<file path="config.mk">
export PLATFORM = sky130hd
export DESIGN_NAME = bsg_cgol_frame_sched
export DESIGN_NICKNAME = d
export VERILOG_FILES = /design/src/rtl/bsg_cgol_pkg.sv /design/src/rtl/bsg_cgol_row_ctr.sv /design/src/rtl/bsg_cgol_frame_sched.sv
export SDC_FILE = /design/constraint.sdc
export NUM_CORES = 1
export LEC_CHECK = 0
export BUFFER_PORTS_ARGS = -buffer_cell sky130_fd_sc_hd__buf_2
export CORE_MARGIN = 1.5
export CORE_UTILIZATION = 49
export DETAILED_ROUTE_END_ITERATION = 10
export PLACE_DENSITY = 0.82
export SYNTH_ARGS = -nofsm -noshare
export SYNTH_HDL_FRONTEND = slang
export SYNTH_SLANG_ARGS = --single-unit
</file>
<file path="constraint.sdc">
create_clock -name clk_i -period 4.17 [get_ports clk_i]
set_clock_uncertainty 0.05 [all_clocks]
set_input_delay 0.2085 -clock clk_i [delete_from_list [all_inputs] [get_ports clk_i]]
set_output_delay 0.2085 -clock clk_i [all_outputs]
set_load 0.01 [all_outputs]
</file>
<file path="src/rtl/bsg_cgol_pkg.sv">
// Shared types and helpers for the Game-of-Life frame scheduler.
// Holds the scheduler state encoding plus width and frame-clamp helpers.
package bsg_cgol_pkg;

    typedef enum logic [1:0] {
        LOAD   = 2'd0,
        RUN    = 2'd1,
        UNLOAD = 2'd2
    } state_e;

    // Ceiling log2 that never returns zero, so one-entry ranges still get a bit.
    function automatic int safe_clog2(input int value);
        int result;
        result = $clog2(value);
        if (result < 1) begin
            result = 1;
        end
        return result;
    endfunction

    function automatic int unsigned clamp_frames(input int unsigned frames,
                                                 input int unsigned max_frames);
        int unsigned result;
        result = (frames > max_frames) ? max_frames : frames;
        return result;
    endfunction

endpackage

</file>
<file path="src/rtl/bsg_cgol_row_ctr.sv">
// Row address counter shared by the load and unload phases.
// Wraps to zero after max_val_p and flags the final row through last_o.
module bsg_cgol_row_ctr
#(
    parameter int width_p   = 3,
    parameter int max_val_p = 7
)(
    input  logic               clk_i,
    input  logic               reset_n_i,
    input  logic               clear_i,
    input  logic               up_i,
    output logic [width_p-1:0] count_o,
    output logic               last_o
);

    logic [width_p-1:0] count_r;

    assign last_o  = (count_r == width_p'(max_val_p));
    assign count_o = count_r;

    always_ff @(posedge clk_i or negedge reset_n_i) begin
        if (!reset_n_i) begin
            count_r <= '0;
        end else if (clear_i) begin
            count_r <= '0;
        end else if (up_i) begin
            count_r <= last_o ? '0 : count_r + width_p'(1);
        end
    end

endmodule

</file>
<file path="src/rtl/bsg_cgol_frame_sched.sv">
// Frame scheduler: hands the cell array to load, run and unload phases in turn.
// It is the only driver of the array's write, step and read-address controls.
module bsg_cgol_frame_sched
    import bsg_cgol_pkg::*;
#(
    parameter  int board_width_p     = 8,
    parameter  int max_game_length_p = 255,
    localparam int row_addr_width_lp = safe_clog2(board_width_p),
    localparam int frame_width_lp    = safe_clog2(max_game_length_p + 1)
)(
    input  logic                         clk_i,
    input  logic                         reset_n_i,
    input  logic                         en_i,

    input  logic [board_width_p-1:0]     data_i,
    input  logic [frame_width_lp-1:0]    frames_i,
    input  logic                         v_i,
    output logic                         ready_o,

    output logic [board_width_p-1:0]     data_o,
    output logic                         v_o,
    input  logic                         yumi_i,

    output logic [row_addr_width_lp-1:0] row_addr_o,
    output logic                         row_we_o,
    input  logic [board_width_p-1:0]     row_data_i,
    output logic                         en_o
);

    state_e                      state_r, state_n;
    logic [frame_width_lp-1:0]   gen_r, gen_n;
    logic                        out_of_reset_r;

    logic [row_addr_width_lp-1:0] row_cnt;
    logic                         row_last;
    logic                         row_up;
    logic                         row_clear;
    logic [frame_width_lp-1:0]    load_frames;

    assign load_frames = frame_width_lp'(clamp_frames(32'(frames_i),
                                                      32'(max_game_length_p)));

    bsg_cgol_row_ctr #(
        .width_p   (row_addr_width_lp),
        .max_val_p (board_width_p - 1)
    ) row_ctr (
        .clk_i     (clk_i),
        .reset_n_i (reset_n_i),
        .clear_i   (row_clear),
        .up_i      (row_up),
        .count_o   (row_cnt),
        .last_o    (row_last)
    );

    assign row_addr_o = row_cnt;
    assign data_o     = row_data_i;

    // The out-of-reset flag keeps ready_o low until the first edge after reset releases.
    always_ff @(posedge clk_i or negedge reset_n_i) begin
        if (!reset_n_i) begin
            state_r        <= LOAD;
            gen_r          <= '0;
            out_of_reset_r <= 1'b0;
        end else begin
            state_r        <= state_n;
            gen_r          <= gen_n;
            out_of_reset_r <= 1'b1;
        end
    end

    always_comb begin
        state_n   = state_r;
        gen_n     = gen_r;
        ready_o   = 1'b0;
        v_o       = 1'b0;
        en_o      = 1'b0;
        row_we_o  = 1'b0;
        row_up    = 1'b0;
        row_clear = 1'b0;

        case (state_r)
            LOAD: begin
                ready_o = en_i & out_of_reset_r;
                if (v_i && ready_o) begin
                    row_we_o = 1'b1;
                    row_up   = 1'b1;
                    if (row_cnt == '0) begin
                        gen_n = load_frames;
                    end
                    // A zero-generation game skips straight to unloading the board as loaded.
                    if (row_last) begin
                        state_n = (gen_n == '0) ? UNLOAD : RUN;
                    end
                end
            end

            RUN: begin
                row_clear = 1'b1;
                if (en_i) begin
                    en_o  = 1'b1;
                    gen_n = gen_r - frame_width_lp'(1);
                    if (gen_r <= frame_width_lp'(1)) begin
                        state_n = UNLOAD;
                    end
                end
            end

            UNLOAD: begin
                v_o = en_i;
                if (v_o && yumi_i) begin
                    row_up = 1'b1;
                    if (row_last) begin
                        state_n = LOAD;
                    end
                end
            end

            default: begin
                state_n = LOAD;
            end
        endcase
    end

endmodule

</file>
==> flow_summary.yaml <==
synth:
  yosys.area.top_type: "dfrtp_1"
  ys_ff_latch: 14
  synth-seq-area-share: 0.339
  yosys.area.top_type_share: 0.339
  syn-cell-area_mm2: 0.00103
  synth_area_per_cell_um2: 8.90
  synthFlopType: "dfrtp_1"
  synth_edf_count: 0
  syn_nets: 150
  ys_types: 41
  yosys_warnings: 0
  synthTopCellsByArea: "dfrtp_1, ha_1, buf_4"
  async_flop_share: 1.00
  syn-instance-count: 116
route:
  routed_wl_mm: 2.33
  viasPerCell: 6.12
  drcViolationCount: 0
  routedWlPerCell_um: 15.0
  ant_nets: 0
  vias: 955
  drt_iter0_markers: 46
  first_pass_iters: 4
setup_path:
  crit_type: "flip-flop to flip-flop"
  cpPeakStageDelay_ps: 470
  required_ps: 4310
  path_cells: "inv_1, ha_1, nor3b_1, a211oi_1, a31o_2, a221o_1"
  worstSetupStartpointType: "flip-flop"
  worst-path-buf-inv: 1
  r2r_start: "gen_r[0]"
  r2r-end: "gen_r[6]"
  critPathTopFamily: "compound AO/OA/AOI/OAI gates"
  arrival_ps: 2130
  cp-end-kind: "flip-flop"
  rr_worst_depth: 6
  reg2reg_slack_ps: 2180
  crit_path_max_fanout: 6
  worst_path_max_delay_cell: "nor3b_1"
grt:
  grt_overflow_total: 0
  grt_max_degree: 15
  busiest_layer: "met2"
  met3_usage: 0.0736
  grt_util_met1: 0.258
  grt_pass1_wl_mm: 3.91
  grt_usage: 0.208
  grt_pass1_vias: 868
  gr-usage-met2: 0.333
  antenna_found_initial: 0
sta:
  fin_setup_tns_ps: 0
  post-route-period-util: 0.478
  rsz0062_at_grt: "no"
  slew_headroom: 0.610
  hold_violations: 0
  fin_crit_ps: 1990
  drv_slew: 0
  worstMarginPinSlew_ps: 583
  finalSetupViolCount: 0
  fmax_mhz: 501
floorplanning:
  ios: 44
  die_y_um: 48.9
  design.die.area_mm2: 0.00239
  start_util: 0.521
  core_region_area_mm2: 0.00198
  die_x_um: 48.9
  row_count: 16
clock_network:
  clockBufferDepth: 2
  cts_resized: 0
  cts_root_buf: "clkbuf_4"
  cts-hold-fix-buffers: 1
  htree_levels: 1
  path_clk_slew_ps: 90
  numCtsBuffers: 3
  clock_latency_ps: 300
  post_cts_buffers: 0
  cts_tree: "done"
  numClockSinks: 14
hold_path:
  min_to: "gen_r[6]"
  hold_depth: 2
  hp-start: "frames_i[6]"
  holdCritPathClass: "primary input to flip-flop"
run_status:
  status: "completed"
placement:
  dpl_cell_area_mm2: 0.00107
  io_buffers: 19
  dp.final_hpwl_mm: 1.74
  gp_congestion: 0.829
final_layout:
  final_cell_mix: "buf_2, dfrtp_1, a21oi_1"
  multiInputGateArea_um2: 572
  area_growth_syn_to_layout_pct: 8.48
  final_cell_area_mm2: 0.00112
  antennaDiodeCount: 0
  fillers: 193
  drive_gt1_frac: 0.225
  seq_area_um2: 350
  final_common_cell: "buf_2"
  fin_nets: 164
run:
  maxCapViolations: 0
pwr:
  cellLeakagePower_nw: 0.498
  pwr_density_cell_mw_per_mm2: 627
  peakVddDrop_uv: 402
==> per-stage QoR <==
stage	hold WS (ps)	instances	setup slack [ps]	power, mW	utilization
after global routing	105	156	2050	0.767	0.565
final	119	156	2180	0.702	0.565
after CTS	112	156	2200	0.701	0.565
after detailed placement	72.9	151	2180	0.598	0.542
after floorplan	-137	116	2370	0.520	-
after global placement	72.8	151	2290	0.576	0.542
==> cells in the mapped netlist, types with 2 or more instances <==
master / count
dfrtp_1: 14
a21oi_1: 9
buf_4: 8
nor2_1: 8
inv_1: 6
o21ai_0: 6
ha_1: 5
o22ai_1: 5
mux2i_1: 4
nand2_1: 4
nand4_1: 4
nor3_1: 4
nand2b_1: 3
nor4_1: 3
and2_1: 2
and2b_2: 2
buf_6: 2
nor2b_1: 2
nor3b_1: 2
or4_1: 2
==> power by group <==
group	leakage, nW	internal (mW)	switching, mW
Sequential	0.171	0.192	0.0774
Combinational	0.306	0.145	0.184
Clock	0.0210	0.0533	0.0497
==> worst reg2reg max path, delay by kind of cell, from the launching register on <==
kind                     cells  cell delay, ps
AO/OA/AOI/OAI                3             650
flip-flops                   1             440
adder cells (fa/ha/maj)      1             200
buffers and inverters        1              80
AND/OR/NAND/NOR              1             470
==> registers in the layout, indices dropped and copies added (netlist names) <==
signal and count:
gen_r 8, row_ctr.count_o 3, state_r 2, out_of_reset_r 1
==> logic make-up (layout without fill, tap and decap cells) <==
family,Yosys count,count (layout),synth area share
AND/OR/NAND/NOR,43,43,0.246
AO/OA/AOI/OAI,32,32,0.205
buffers and inverters,17,30,0.107
flip-flops,14,14,0.339
adder cells (fa/ha/maj),5,5,0.0606
multiplexers,4,4,0.0388
other,1,1,0.00363
==> worst max path at each step <==
stage | from | to | slack (ps) | depth (start not counted)
finish | gen_r[0] | gen_r[6] | 2180 | 6
global route | gen_r[1] | gen_r[6] | 2050 | 6
CTS | gen_r[0] | gen_r[6] | 2200 | 6
detailed placement | gen_r[0] | gen_r[6] | 2180 | 6
global placement | gen_r[0] | gen_r[6] | 2290 | 6
floorplan | gen_r[2] | gen_r[5] | 2370 | 4
==> cell type report <==
class                      count  share of cell area
clock buffer                   4              0.0324
sequential                    14               0.313
multi-input combinational     85               0.511
inverter                       6              0.0201
tap                           27              0.0302
timing repair buffer          20              0.0939
==> metal layers <==
metal  part of all wire  vias to the layer above
li1                   -                      448
met1               0.41                      457
met2               0.49                       45
met3              0.083                        5
met4              0.011                        0
met5                  0                        -
Power figures use the tool's default switching activity.
